**config.mk**
```make
export PLATFORM = sky130hd
export DESIGN_NAME = dm_arb_flat
export DESIGN_NICKNAME = d
export VERILOG_FILES = /design/src/rtl/dm_arb_pkg.sv /design/src/rtl/dm_arb_if.sv /design/src/rtl/dm_arb_idq.sv /design/src/rtl/dm_arb.sv /design/src/flat_wrapper.sv
export SDC_FILE = /design/constraint.sdc
export NUM_CORES = 1
export LEC_CHECK = 0
export BUFFER_PORTS_ARGS = -buffer_cell sky130_fd_sc_hd__buf_2
export CAP_MARGIN = 40
export CORE_AREA = 4 4 240 242
export CTS_CLUSTER_SIZE = 10
export DETAILED_ROUTE_END_ITERATION = 7
export DIE_AREA = 0 0 244 246
export GPL_ROUTABILITY_DRIVEN = 1
export HOLD_SLACK_MARGIN = 0.12
export PLACE_DENSITY_LB_ADDON = 0.2
export SYNTH_ARGS = -nofsm -noshare
export SYNTH_HDL_FRONTEND = slang
export SYNTH_HIERARCHICAL = 1
export SYNTH_SLANG_ARGS = --single-unit
export TNS_END_PERCENT = 100
```
**constraint.sdc**
```tcl
create_clock -name clk -period 6.5 [get_ports clk]
set_clock_uncertainty 0.2 [all_clocks]
set_input_delay 1.95 -clock clk [delete_from_list [all_inputs] [get_ports clk]]
set_output_delay 1.95 -clock clk [all_outputs]
set_load 0.01 [all_outputs]
```
**src/rtl/dm_arb_pkg.sv**
```systemverilog
// dm_arb_pkg: requester IDs and bus widths shared by the data-memory arbiter, its ID queue and its interface
package dm_arb_pkg;
  localparam int AW = 64;
  localparam int DW = 64;
  localparam int MW = 8;
  typedef enum logic {DM_ID_LSP = 1'b0, DM_ID_AUX = 1'b1} dm_id_e;
endpackage

```
**src/rtl/dm_arb_if.sv**
```systemverilog
// dm_arb_if: one memory request/response channel (req_addr/wdata/wmask/wen/valid/ready, resp_rdata/valid); master issues requests, slave serves them
interface dm_arb_if;
  import dm_arb_pkg::*;
  logic [AW-1:0] req_addr;
  logic [DW-1:0] req_wdata;
  logic [MW-1:0] req_wmask;
  logic          req_wen;
  logic          req_valid;
  logic          req_ready;
  logic [DW-1:0] resp_rdata;
  logic          resp_valid;
  modport master (
    output req_addr, req_wdata, req_wmask, req_wen, req_valid,
    input  req_ready, resp_rdata, resp_valid
  );
  modport slave (
    input  req_addr, req_wdata, req_wmask, req_wen, req_valid,
    output req_ready, resp_rdata, resp_valid
  );
endinterface

```
**src/rtl/dm_arb_idq.sv**
```systemverilog
// dm_arb_idq: 1-bit synchronous FIFO of requester IDs (clk, rst, push/din in, pop in, dout = head, count/full/empty out); pushes when full and pops when empty are ignored
module dm_arb_idq #(
  parameter int MAX_OUTSTANDING = 2,
  parameter int ID_DEPTH_LOG2 = 1,
  localparam int CW = $clog2(MAX_OUTSTANDING + 1)
) (
  input  logic          clk,
  input  logic          rst,
  input  logic          push,
  input  logic          pop,
  input  logic          din,
  output logic          dout,
  output logic [CW-1:0] count,
  output logic          full,
  output logic          empty
);
  logic [MAX_OUTSTANDING-1:0] mem;
  logic [ID_DEPTH_LOG2-1:0] wp, rp;
  logic do_push, do_pop;
  function automatic logic [ID_DEPTH_LOG2-1:0] nxt(input logic [ID_DEPTH_LOG2-1:0] p);
    return p == ID_DEPTH_LOG2'(MAX_OUTSTANDING - 1) ? '0 : p + 1'b1;
  endfunction
  assign full = count == CW'(MAX_OUTSTANDING);
  assign empty = count == '0;
  assign dout = mem[rp];
  assign do_push = push && !full;
  assign do_pop = pop && !empty;
  always_ff @(posedge clk) begin
    if (rst) begin
      wp <= '0;
      rp <= '0;
      count <= '0;
    end else begin
      if (do_push) begin
        mem[wp] <= din;
        wp <= nxt(wp);
      end
      if (do_pop) rp <= nxt(rp);
      count <= count + CW'(do_push) - CW'(do_pop);
    end
  end
endmodule

```
**src/rtl/dm_arb.sv**
```systemverilog
// dm_arb: round-robin arbiter of requesters r0 (load/store) and r1 (aux) onto one D-mem channel dm; routes in-order responses by ID queue; dm_arb_busy = requests outstanding, dm_arb_err = sticky stray response
module dm_arb
  import dm_arb_pkg::*;
#(
  parameter int MAX_OUTSTANDING = 2,
  parameter int ID_DEPTH_LOG2 = 1
) (
  input  logic     clk,
  input  logic     rst,
  dm_arb_if.slave  r0,
  dm_arb_if.slave  r1,
  dm_arb_if.master dm,
  output logic     dm_arb_busy,
  output logic     dm_arb_err
);
  localparam int CW = $clog2(MAX_OUTSTANDING + 1);
  dm_id_e prio, sel;
  logic head, full, empty, accept, pop;
  logic [CW-1:0] count;
  assign sel = (r0.req_valid != r1.req_valid) ? (r1.req_valid ? DM_ID_AUX : DM_ID_LSP) : prio;
  assign dm.req_addr = sel == DM_ID_AUX ? r1.req_addr : r0.req_addr;
  assign dm.req_wdata = sel == DM_ID_AUX ? r1.req_wdata : r0.req_wdata;
  assign dm.req_wmask = sel == DM_ID_AUX ? r1.req_wmask : r0.req_wmask;
  assign dm.req_wen = sel == DM_ID_AUX ? r1.req_wen : r0.req_wen;
  assign dm.req_valid = (sel == DM_ID_AUX ? r1.req_valid : r0.req_valid) && !full && !rst;
  assign r0.req_ready = sel == DM_ID_LSP && dm.req_ready && !full;
  assign r1.req_ready = sel == DM_ID_AUX && dm.req_ready && !full;
  assign accept = dm.req_valid && dm.req_ready;
  assign pop = dm.resp_valid && !empty;
  assign r0.resp_valid = pop && head == DM_ID_LSP;
  assign r1.resp_valid = pop && head == DM_ID_AUX;
  assign r0.resp_rdata = dm.resp_rdata;
  assign r1.resp_rdata = dm.resp_rdata;
  assign dm_arb_busy = count != '0;
  dm_arb_idq #(.MAX_OUTSTANDING(MAX_OUTSTANDING), .ID_DEPTH_LOG2(ID_DEPTH_LOG2)) u_idq (
    .clk(clk), .rst(rst), .push(accept), .pop(pop), .din(sel),
    .dout(head), .count(count), .full(full), .empty(empty)
  );
  always_ff @(posedge clk) begin
    if (rst) begin
      prio <= DM_ID_LSP;
      dm_arb_err <= 1'b0;
    end else begin
      if (accept) prio <= sel == DM_ID_LSP ? DM_ID_AUX : DM_ID_LSP;
      if (dm.resp_valid && empty) dm_arb_err <= 1'b1;
    end
  end
endmodule
```
**src/flat_wrapper.sv**
```systemverilog
// flat-port wrapper written by rule: the top's interface ports become plain ports
module dm_arb_flat import dm_arb_pkg::*;
#(
  parameter int MAX_OUTSTANDING = 2,
  parameter int ID_DEPTH_LOG2 = 1
)
  (clk, rst, dm_arb_busy, dm_arb_err, r0_req_addr, r0_req_wdata, r0_req_wmask, r0_req_wen, r0_req_valid, r0_req_ready, r0_resp_rdata, r0_resp_valid, r1_req_addr, r1_req_wdata, r1_req_wmask, r1_req_wen, r1_req_valid, r1_req_ready, r1_resp_rdata, r1_resp_valid, dm_req_addr, dm_req_wdata, dm_req_wmask, dm_req_wen, dm_req_valid, dm_req_ready, dm_resp_rdata, dm_resp_valid);
  dm_arb_if r0_i ();
  dm_arb_if r1_i ();
  dm_arb_if dm_i ();
  input  logic clk;
  input  logic rst;
  output logic dm_arb_busy;
  output logic dm_arb_err;
  input wire logic [$bits(r0_i.req_addr)-1:0] r0_req_addr;
  input wire logic [$bits(r0_i.req_wdata)-1:0] r0_req_wdata;
  input wire logic [$bits(r0_i.req_wmask)-1:0] r0_req_wmask;
  input wire logic [$bits(r0_i.req_wen)-1:0] r0_req_wen;
  input wire logic [$bits(r0_i.req_valid)-1:0] r0_req_valid;
  output wire logic [$bits(r0_i.req_ready)-1:0] r0_req_ready;
  output wire logic [$bits(r0_i.resp_rdata)-1:0] r0_resp_rdata;
  output wire logic [$bits(r0_i.resp_valid)-1:0] r0_resp_valid;
  input wire logic [$bits(r1_i.req_addr)-1:0] r1_req_addr;
  input wire logic [$bits(r1_i.req_wdata)-1:0] r1_req_wdata;
  input wire logic [$bits(r1_i.req_wmask)-1:0] r1_req_wmask;
  input wire logic [$bits(r1_i.req_wen)-1:0] r1_req_wen;
  input wire logic [$bits(r1_i.req_valid)-1:0] r1_req_valid;
  output wire logic [$bits(r1_i.req_ready)-1:0] r1_req_ready;
  output wire logic [$bits(r1_i.resp_rdata)-1:0] r1_resp_rdata;
  output wire logic [$bits(r1_i.resp_valid)-1:0] r1_resp_valid;
  output wire logic [$bits(dm_i.req_addr)-1:0] dm_req_addr;
  output wire logic [$bits(dm_i.req_wdata)-1:0] dm_req_wdata;
  output wire logic [$bits(dm_i.req_wmask)-1:0] dm_req_wmask;
  output wire logic [$bits(dm_i.req_wen)-1:0] dm_req_wen;
  output wire logic [$bits(dm_i.req_valid)-1:0] dm_req_valid;
  input wire logic [$bits(dm_i.req_ready)-1:0] dm_req_ready;
  input wire logic [$bits(dm_i.resp_rdata)-1:0] dm_resp_rdata;
  input wire logic [$bits(dm_i.resp_valid)-1:0] dm_resp_valid;
  assign r0_i.req_addr = r0_req_addr;
  assign r0_i.req_wdata = r0_req_wdata;
  assign r0_i.req_wmask = r0_req_wmask;
  assign r0_i.req_wen = r0_req_wen;
  assign r0_i.req_valid = r0_req_valid;
  assign r0_req_ready = r0_i.req_ready;
  assign r0_resp_rdata = r0_i.resp_rdata;
  assign r0_resp_valid = r0_i.resp_valid;
  assign r1_i.req_addr = r1_req_addr;
  assign r1_i.req_wdata = r1_req_wdata;
  assign r1_i.req_wmask = r1_req_wmask;
  assign r1_i.req_wen = r1_req_wen;
  assign r1_i.req_valid = r1_req_valid;
  assign r1_req_ready = r1_i.req_ready;
  assign r1_resp_rdata = r1_i.resp_rdata;
  assign r1_resp_valid = r1_i.resp_valid;
  assign dm_req_addr = dm_i.req_addr;
  assign dm_req_wdata = dm_i.req_wdata;
  assign dm_req_wmask = dm_i.req_wmask;
  assign dm_req_wen = dm_i.req_wen;
  assign dm_req_valid = dm_i.req_valid;
  assign dm_i.req_ready = dm_req_ready;
  assign dm_i.resp_rdata = dm_resp_rdata;
  assign dm_i.resp_valid = dm_resp_valid;
  dm_arb #(.MAX_OUTSTANDING(MAX_OUTSTANDING), .ID_DEPTH_LOG2(ID_DEPTH_LOG2)) u_core (.clk(clk), .rst(rst), .r0(r0_i), .r1(r1_i), .dm(dm_i), .dm_arb_busy(dm_arb_busy), .dm_arb_err(dm_arb_err));
endmodule
```
# ---- Yosys cells after proc, flatten, opt, wreduce, memory -nomap -nowiden
# Cells that the tools add are included.
dict set report word_totals {
  in_bits 344
  output_inout_bits 272
  wordCells 53
  regBits 8
}
dict set report op_classes {
  n_eq_ne 2
  n_addsub 4
  n_mux 15
  order_cmp 3
  reduce_logical 20
  bitwise 3
}
# operator count
set ops {}
lappend ops {{2-to-1 mux 64 bit} 2}
lappend ops {{logical AND 1 bit} 14}
lappend ops {{2-to-1 mux 1 bit} 10}
lappend ops {{2-to-1 mux 8 bit} 1}
lappend ops {{less-than comparator 1 x 2 -> 1 bit, second input constant} 2}
lappend ops {{zero test 1 bit} 3}
lappend ops {{NOT 1 bit} 3}
lappend ops {{adder 1 bit, second input constant} 2}
lappend ops {{adder 2 x 1 -> 2 bit} 1}
lappend ops {{bitwise mux 2 bit} 1}
lappend ops {{== test 2 bit, second input constant} 1}
lappend ops {{zero test 2 bit} 1}
lappend ops {{AND reduction 2 bit} 1}
lappend ops {{nonzero test 2 bit} 1}
lappend ops {{subtractor 2 x 1 -> 2 bit} 1}
lappend ops {{demux 1 bit (select 1 bit)} 1}
lappend ops {{>= comparator 1 bit, second input constant} 1}
lappend ops {{!= test 1 bit} 1}

# ---- Depth between registers and ports, before layout
# Gate-level depths: netlist of run 1.
dict set report depth {
  ltp_word 9
  depth_mapped 11
  depth_no_buf 11
}

# ---- By module
# Netlist of run 1, hierarchy kept.
# module seq_area_each_um2 area_each_um2 cells_per_inst instances
set by_module_without_submodules {}
lappend by_module_without_submodules {dm_arb 40.0 3251.9 302 1}
lappend by_module_without_submodules {dm_arb_idq 140.1 301.5 26 1}

# ---- Least setup slack after synthesis of run 1
# Ideal clock, no wire load.
dict set report synth_path {
  kind {in2out}
  start {input r0_req_valid}
  end {output dm_req_addr[25]}
  arrival_ns 3.237
  setup_slack_ns 1.113
  required_time_ns 4.350
  stages 6
  path_buffers 2
  cell_sequence {inv_1 ha_1 mux2i_4 buf_6 buf_6 mux2_4}
}
dict set report synth_via {
  elab_chain_cells 3
}
# item line_no
set synth_rtl {}
lappend synth_rtl {{start: declaration} flat_wrapper.sv:19} ;# input wire logic [$bits(r0_i.req_valid)-1:0] r0_req_valid;
lappend synth_rtl {{!= test 1 bit} dm_arb.sv:20} ;# assign sel = (r0.req_valid != r1.req_valid) ? (r1.req_valid ? DM_ID_AUX : DM_ID_LSP) : prio;
lappend synth_rtl {{2-to-1 mux 1 bit} dm_arb.sv:20}
lappend synth_rtl {{2-to-1 mux 64 bit} dm_arb.sv:21} ;# assign dm.req_addr = sel == DM_ID_AUX ? r1.req_addr : r0.req_addr;
lappend synth_rtl {{end: declaration} flat_wrapper.sv:31} ;# output wire logic [$bits(dm_i.req_addr)-1:0] dm_req_addr;
# No other way between the ends.

# ---- Worst setup path after layout of run 1
dict set report layout_path {
  start {input r1_req_valid}
  end {output dm_req_addr[47]}
}
dict set report layout_via {
  elab_chain_cells 3
  word_cells_on_any_way 4
  classes_between {eq/ne (1); mux (3)}
}
# item line_no
set layout_rtl {}
lappend layout_rtl {{start: declaration} flat_wrapper.sv:27} ;# input wire logic [$bits(r1_i.req_valid)-1:0] r1_req_valid;
lappend layout_rtl {{2-to-1 mux 1 bit / != test 1 bit (equally long branches)} dm_arb.sv:20}
lappend layout_rtl {{2-to-1 mux 1 bit *} dm_arb.sv:20}
lappend layout_rtl {{2-to-1 mux 64 bit *} dm_arb.sv:21}
# Mark *: on every way between the ends. The rest lies on a longest branch, timed or not.

==> results of run 1 <==
-- registers in the layout, summed over array words and instances, names as in the netlist --
signal / cells
u_core/u_idq/wp: 1
u_core/u_idq/rp: 1
u_core/dm_arb_err: 1
u_core/prio: 1
u_core/u_idq/mem: 2
u_core/u_idq/count: 2
-- path summary, 6_finish.rpt --
| path | cells past startpoint | to | slack (ns) | startpoint |
|---|---|---|---|---|
| max | 8 | dm_req_addr[47] | 0.62 | r1_req_valid |
| min reg2reg | 2 | u_core/dm_arb_err | 0.27 | u_core/dm_arb_err |
| max reg2reg | 10 | u_core/u_idq/count[1] | 3.89 | u_core/u_idq/count[0] |
| min | 2 | u_core/dm_arb_err | 0.27 | u_core/dm_arb_err |
-- logic make-up after synthesis --
kind of cell | count (synthesis)
adder cells (fa/ha/maj) | 3
XOR/XNOR | 2
AND/OR/NAND/NOR | 24
AO/OA/AOI/OAI | 3
buffers and inverters | 148
flip-flops | 8
multiplexers | 140
-- metrics by stage --
step | worst slack (ns) | power (mW)
4_1_cts | 0.566 | 0.718
2_1_floorplan | 1.11 | 0.463
3_5_place_dp | 0.567 | 0.605
3_3_place_gp | 0.580 | 0.609
6_report | 0.624 | 0.700
5_1_grt | 0.519 | 0.746
-- cells in the final DEF, fill, tap and decap left out, drive strengths merged --
cell,count
a21oi,1
and2,2
buf,433
clkbuf,4
dfxtp,6
diode,1
edfxtp,2
ha,3
inv,5
mux2,139
mux2i,1
nand2b,2
nor2,6
nor2b,5
nor3,3
nor3b,3
o21a,1
o221ai,1
or2,1
or3b,1
or4b,1
xnor2,1
xor2,1
-- worst max-delay path: cells and delay by family --
family	cells	cell delay, ns
adders and majority gates	1	0.32
buffers and inverters	5	0.82
muxes	2	0.59
-- report_power, final --
group / internal, mW / leakage, nW / switching [mW] / total, mW
clock network: 0.0819 / 0.0382 / 0.0255 / 0.107
registers: 0.0553 / 0.0676 / 0.00474 / 0.0601
logic: 0.307 / 2.93 / 0.226 / 0.533
-- per-layer routing --
| layer | global-route usage | vias to the layer above | share of wire |
|---|---|---|---|
| met5 | 0.00572 | - | 0.0026 |
| met4 | 0.0116 | 2 | 0.020 |
| met3 | 0.0266 | 18 | 0.15 |
| met2 | 0.0847 | 411 | 0.49 |
| met1 | 0.0470 | 1488 | 0.33 |
| li1 | - | 1585 | - |
-- layout make-up --
type / count / area (sq um) / share of cell area
Inverter: 5 / 18.8 / 0.00330
Multi-Input combinational cell: 172 / 2240 / 0.394
Clock buffer: 4 / 78.8 / 0.0139
Tap cell: 748 / 936 / 0.165
Antenna cell: 1 / 2.50 / 0.000440
Sequential cell: 8 / 180 / 0.0317
Timing Repair Buffer: 433 / 2230 / 0.392
==> impl_metrics.tcl, run 1 <==
set metrics [dict create \
    crit_type "in -> out" \
    hold_ws_ns 0.267 \
    fillerInstances 6453 \
    htreeDepth 1 \
    irDropWorstVdd_mv 0.0658 \
    ys_ff_latch 8 \
    crit_arrival_ns 3.73 \
    synth_edf_count 2 \
    ys_seq_area_frac 0.0507 \
    start_util 0.0645 \
    crit_fanout 23 \
    row_count 86 \
    cp-start-kind "input port" \
    vias 3504 \
    final_antenna_net_count 0 \
    period_share 0.904 \
    async_reset_ff_frac 0 \
    coreArea_sq_um 55100 \
    slew_headroom 0.796 \
    final_util 0.103 \
    routed_wl_mm 16.9 \
    drv_cap 0 \
    synthSimpleGateAreaFrac 0.0458 \
    cts_resized 0 \
    powerDensity_nw_per_um2 123 \
    required_ns 4.35 \
    grt_pass1_wl_mm 21.6 \
    synth.most_common_cell "buf_4" \
    first_pass_iters 4 \
    end_kind "primary output" \
    cts_buffers 3 \
    synth_compound_area_frac 0.00634 \
    worst_pin_slew_ns 0.306 \
    place_hpwl_mm 15.2 \
    die_h_um 246 \
    synth_warnings 6 \
    drive_gt1_frac 0.941 \
    synth_area_leaders "mux2_4, buf_4, mux2_2" \
    dieArea_sq_um 60000 \
    via_per_inst 2.56 \
    synth_top_area_frac 0.461 \
    post_cts_buffers 0 \
    drt_iter0_markers 39 \
    ys_types 29 \
    hold_path_class "reg -> reg" \
    setup_viol 0 \
    outcome "completed" \
    cts_num_sinks 8 \
    antenna_found_initial 3 \
    syn_inst 328 \
    numPortBuffers 423 \
    globalRouteOverflowTotal 0 \
    grt_max_degree 38 \
    postPlaceCellArea_sq_um 5600 \
    globalplace.congestion 0.883 \
    grt_pass1_vias 3561 \
    final_cells 1371 \
    synthesis.area_sq_um 3550 \
    finalHoldViolations 0 \
    clk_latency_ns 0.23 \
    ys.flop_type "dfxtp_1" \
    area_delta_synth_final_pct 59.9 \
    tritoncts "done" \
    leakagePower_nw 3.04 \
    synth_mux_area_frac 0.562 \
    yosys.area_share.adder 0.0106 \
    synth_top_family_by_area "multiplexers" \
    slowest_delay_ns 0.33 \
    cts_buffer_depth 2 \
    stdcell_area_sq_um 5680 \
    period_needed_ns 5.88 \
    synth_nets 675 \
    clkSlewWorstSetupHoldPaths_ns 0.04 \
    root_buffer "clkbuf_16" \
    synth-xor-area-share 0.00493 \
    drt-wirelength-per-cell_um 12.3 \
    crit_chain "buf_2 -> inv_1 -> ha_1 -> mux2i_4 -> buf_12 -> buf_4 -> mux2_4 -> buf_2" \
    rsz0062_at_grt "false" \
    fin_nets 970 \
    hold_buffers 0 \
    fmax_ghz 0.170 \
    fp.dieW_um 244 \
    synth.avg_cell_area_sq_um 10.8 \
    yosysTopAreaCell "mux2_4" \
    cp_common_cell "buf_2" \
    route.detailed.drc 0 \
    ios 616 \
    finalMaxSlewViolations 0 \
    cp_slowest_cell "mux2_4" \
    grtUsageTotal 0.0472 \
    final.setup.tns_ns 0 \
    place_inst 1366 \
    synth_common_cells "buf_4, mux2_4, mux2_2, buf_6" \
]
Note: power is estimated with default switching activity, not from simulation.
==> run 2, diff against run 1 <==
Settings changed: CORE_AREA 4 4 240 242 to 4 4 241 243, DIE_AREA 0 0 244 246 to 0 0 245 247.
Clock period 6.5 ns to 5.3 ns, I/O delays scaled along.
==> impl_metrics.tcl, run 2 (synthesis results as in run 1) <==
set metrics [dict create \
    start_util 0.0635 \
    globalplace.congestion 0.777 \
    cts_num_sinks 8 \
    hold_path_class "reg -> reg" \
    diodes 0 \
    row_count 87 \
    irDropWorstVdd_mv 0.0576 \
    finalHoldViolations 0 \
    dieArea_sq_um 60500 \
    slew_headroom 0.816 \
    crit_end "dm_req_addr[57]" \
    die_h_um 247 \
    coreArea_sq_um 56000 \
    vias 3497 \
    cp-start-kind "input port" \
    clk_latency_ns 0.23 \
    postPlaceCellArea_sq_um 5690 \
    cts_buffers 3 \
    via_per_inst 2.53 \
    pre_cts_ws_ns 0.123 \
    r2r_start "u_core/u_idq/count[0]" \
    grtUsageTotal 0.0480 \
    drive_gt1_frac 0.941 \
    end_kind "primary output" \
    layout_common_cells "buf_2, mux2_4, mux2_2, buf_4" \
    final_antenna_net_count 0 \
    ios 616 \
    antenna_found_initial 0 \
    hold_buffers 0 \
    area_delta_synth_final_pct 62.5 \
    outcome "completed" \
    post_cts_buffers 0 \
    reg.largest.list "u_core/u_idq/count: 2 flops, u_core/u_idq/mem: 2 flops" \
    crit_type "in -> out" \
    numPortBuffers 423 \
    final.setup.tns_ns 0 \
    drt_iter0_markers 66 \
    first_pass_iters 4 \
    stdcell_area_sq_um 5770 \
    drt-wirelength-per-cell_um 12.3 \
    routed_wl_mm 17.0 \
    setup_slack_ns 0.146 \
    globalRouteOverflowTotal 0 \
    hold_ws_ns 0.255 \
    crit_fanout 18 \
    cts_resized 0 \
    worst_pin_slew_ns 0.270 \
    fin_nets 976 \
    r2r_end "u_core/u_idq/count[1]" \
    leakagePower_nw 3.08 \
    clkSlewWorstSetupHoldPaths_ns 0.04 \
    final_cells 1384 \
    place_hpwl_mm 15.6 \
    route.detailed.drc 0 \
    fmax_ghz 0.194 \
    layout_commonest_cell "buf_2" \
    fp.dieW_um 245 \
    crit_start "r1_req_valid" \
    place_inst 1380 \
    grt_pass1_vias 3714 \
    grt_pass1_wl_mm 22.2 \
    regToRegSetupSlack_ns 2.70 \
    htreeDepth 1 \
    rsz0062_at_grt "false" \
    period_share 0.972 \
    required_ns 3.51 \
    drv_cap 0 \
    crit_arrival_ns 3.36 \
    grt_max_degree 22 \
    reg2reg_depth 10 \
    cts_buffer_depth 2 \
    period_needed_ns 5.15 \
    setup_viol 0 \
    root_buffer "clkbuf_16" \
    tritoncts "done" \
    finalMaxSlewViolations 0 \
    powerDensity_nw_per_um2 152 \
]
run 2: changes by cell type in the layout (fill, tap and decap cells not counted):
cell,before,now
buf_12,3,6
buf_4,7,10
diode_2,1,0
run 2: worst min-delay path by stage:
stage / endpoint / cells past startpoint / start / slack [ns]
after floorplan: u_core/u_idq/rp / 2 / u_core/u_idq/rp / 0.29
after global placement: u_core/dm_arb_err / 2 / u_core/dm_arb_err / 0.25
after detailed placement: u_core/dm_arb_err / 2 / u_core/dm_arb_err / 0.25
after CTS: u_core/dm_arb_err / 2 / u_core/dm_arb_err / 0.26
after global routing: u_core/dm_arb_err / 2 / u_core/dm_arb_err / 0.31
final: u_core/dm_arb_err / 2 / u_core/dm_arb_err / 0.25
run 2: cell type report:
type                    count  area [sq um]
inverters                   5          18.8
clock buffers               4          78.8
multi-input cells         172          2240
repair buffers            439          2310
well taps                 756           946
flip-flops and latches      8           180
fillers                  6568         50200
run 2: where the power goes:
| group | total [mW] | switching, mW | internal, mW |
|---|---|---|---|
| Combinational | 0.675 | 0.285 | 0.390 |
| Clock | 0.129 | 0.0293 | 0.100 |
| Sequential | 0.0734 | 0.00552 | 0.0679 |
run 2: critical path, cell delays in order:
cell and delay, ns:
buf_2 0.11, inv_1 0.05, ha_1 0.32, mux2i_4 0.34, buf_12 0.22, buf_4 0.25
mux2_4 0.32, buf_2 0.14
run 2: metrics by stage:
stage,total power [mW],utilization
after floorplan,0.568,-
after global placement,0.772,0.102
after detailed placement,0.767,0.102
after CTS,0.902,0.103
after global routing,0.941,0.103
final,0.878,0.103
run 2: layer usage:
layer	vias to the layer above	share of wire	global-route usage
met5	-	0.0020	0.00490
met4	2	0.0028	0.00470
met3	6	0.18	0.0324
met2	398	0.48	0.0855
met1	1493	0.33	0.0479
li1	1598	-	-
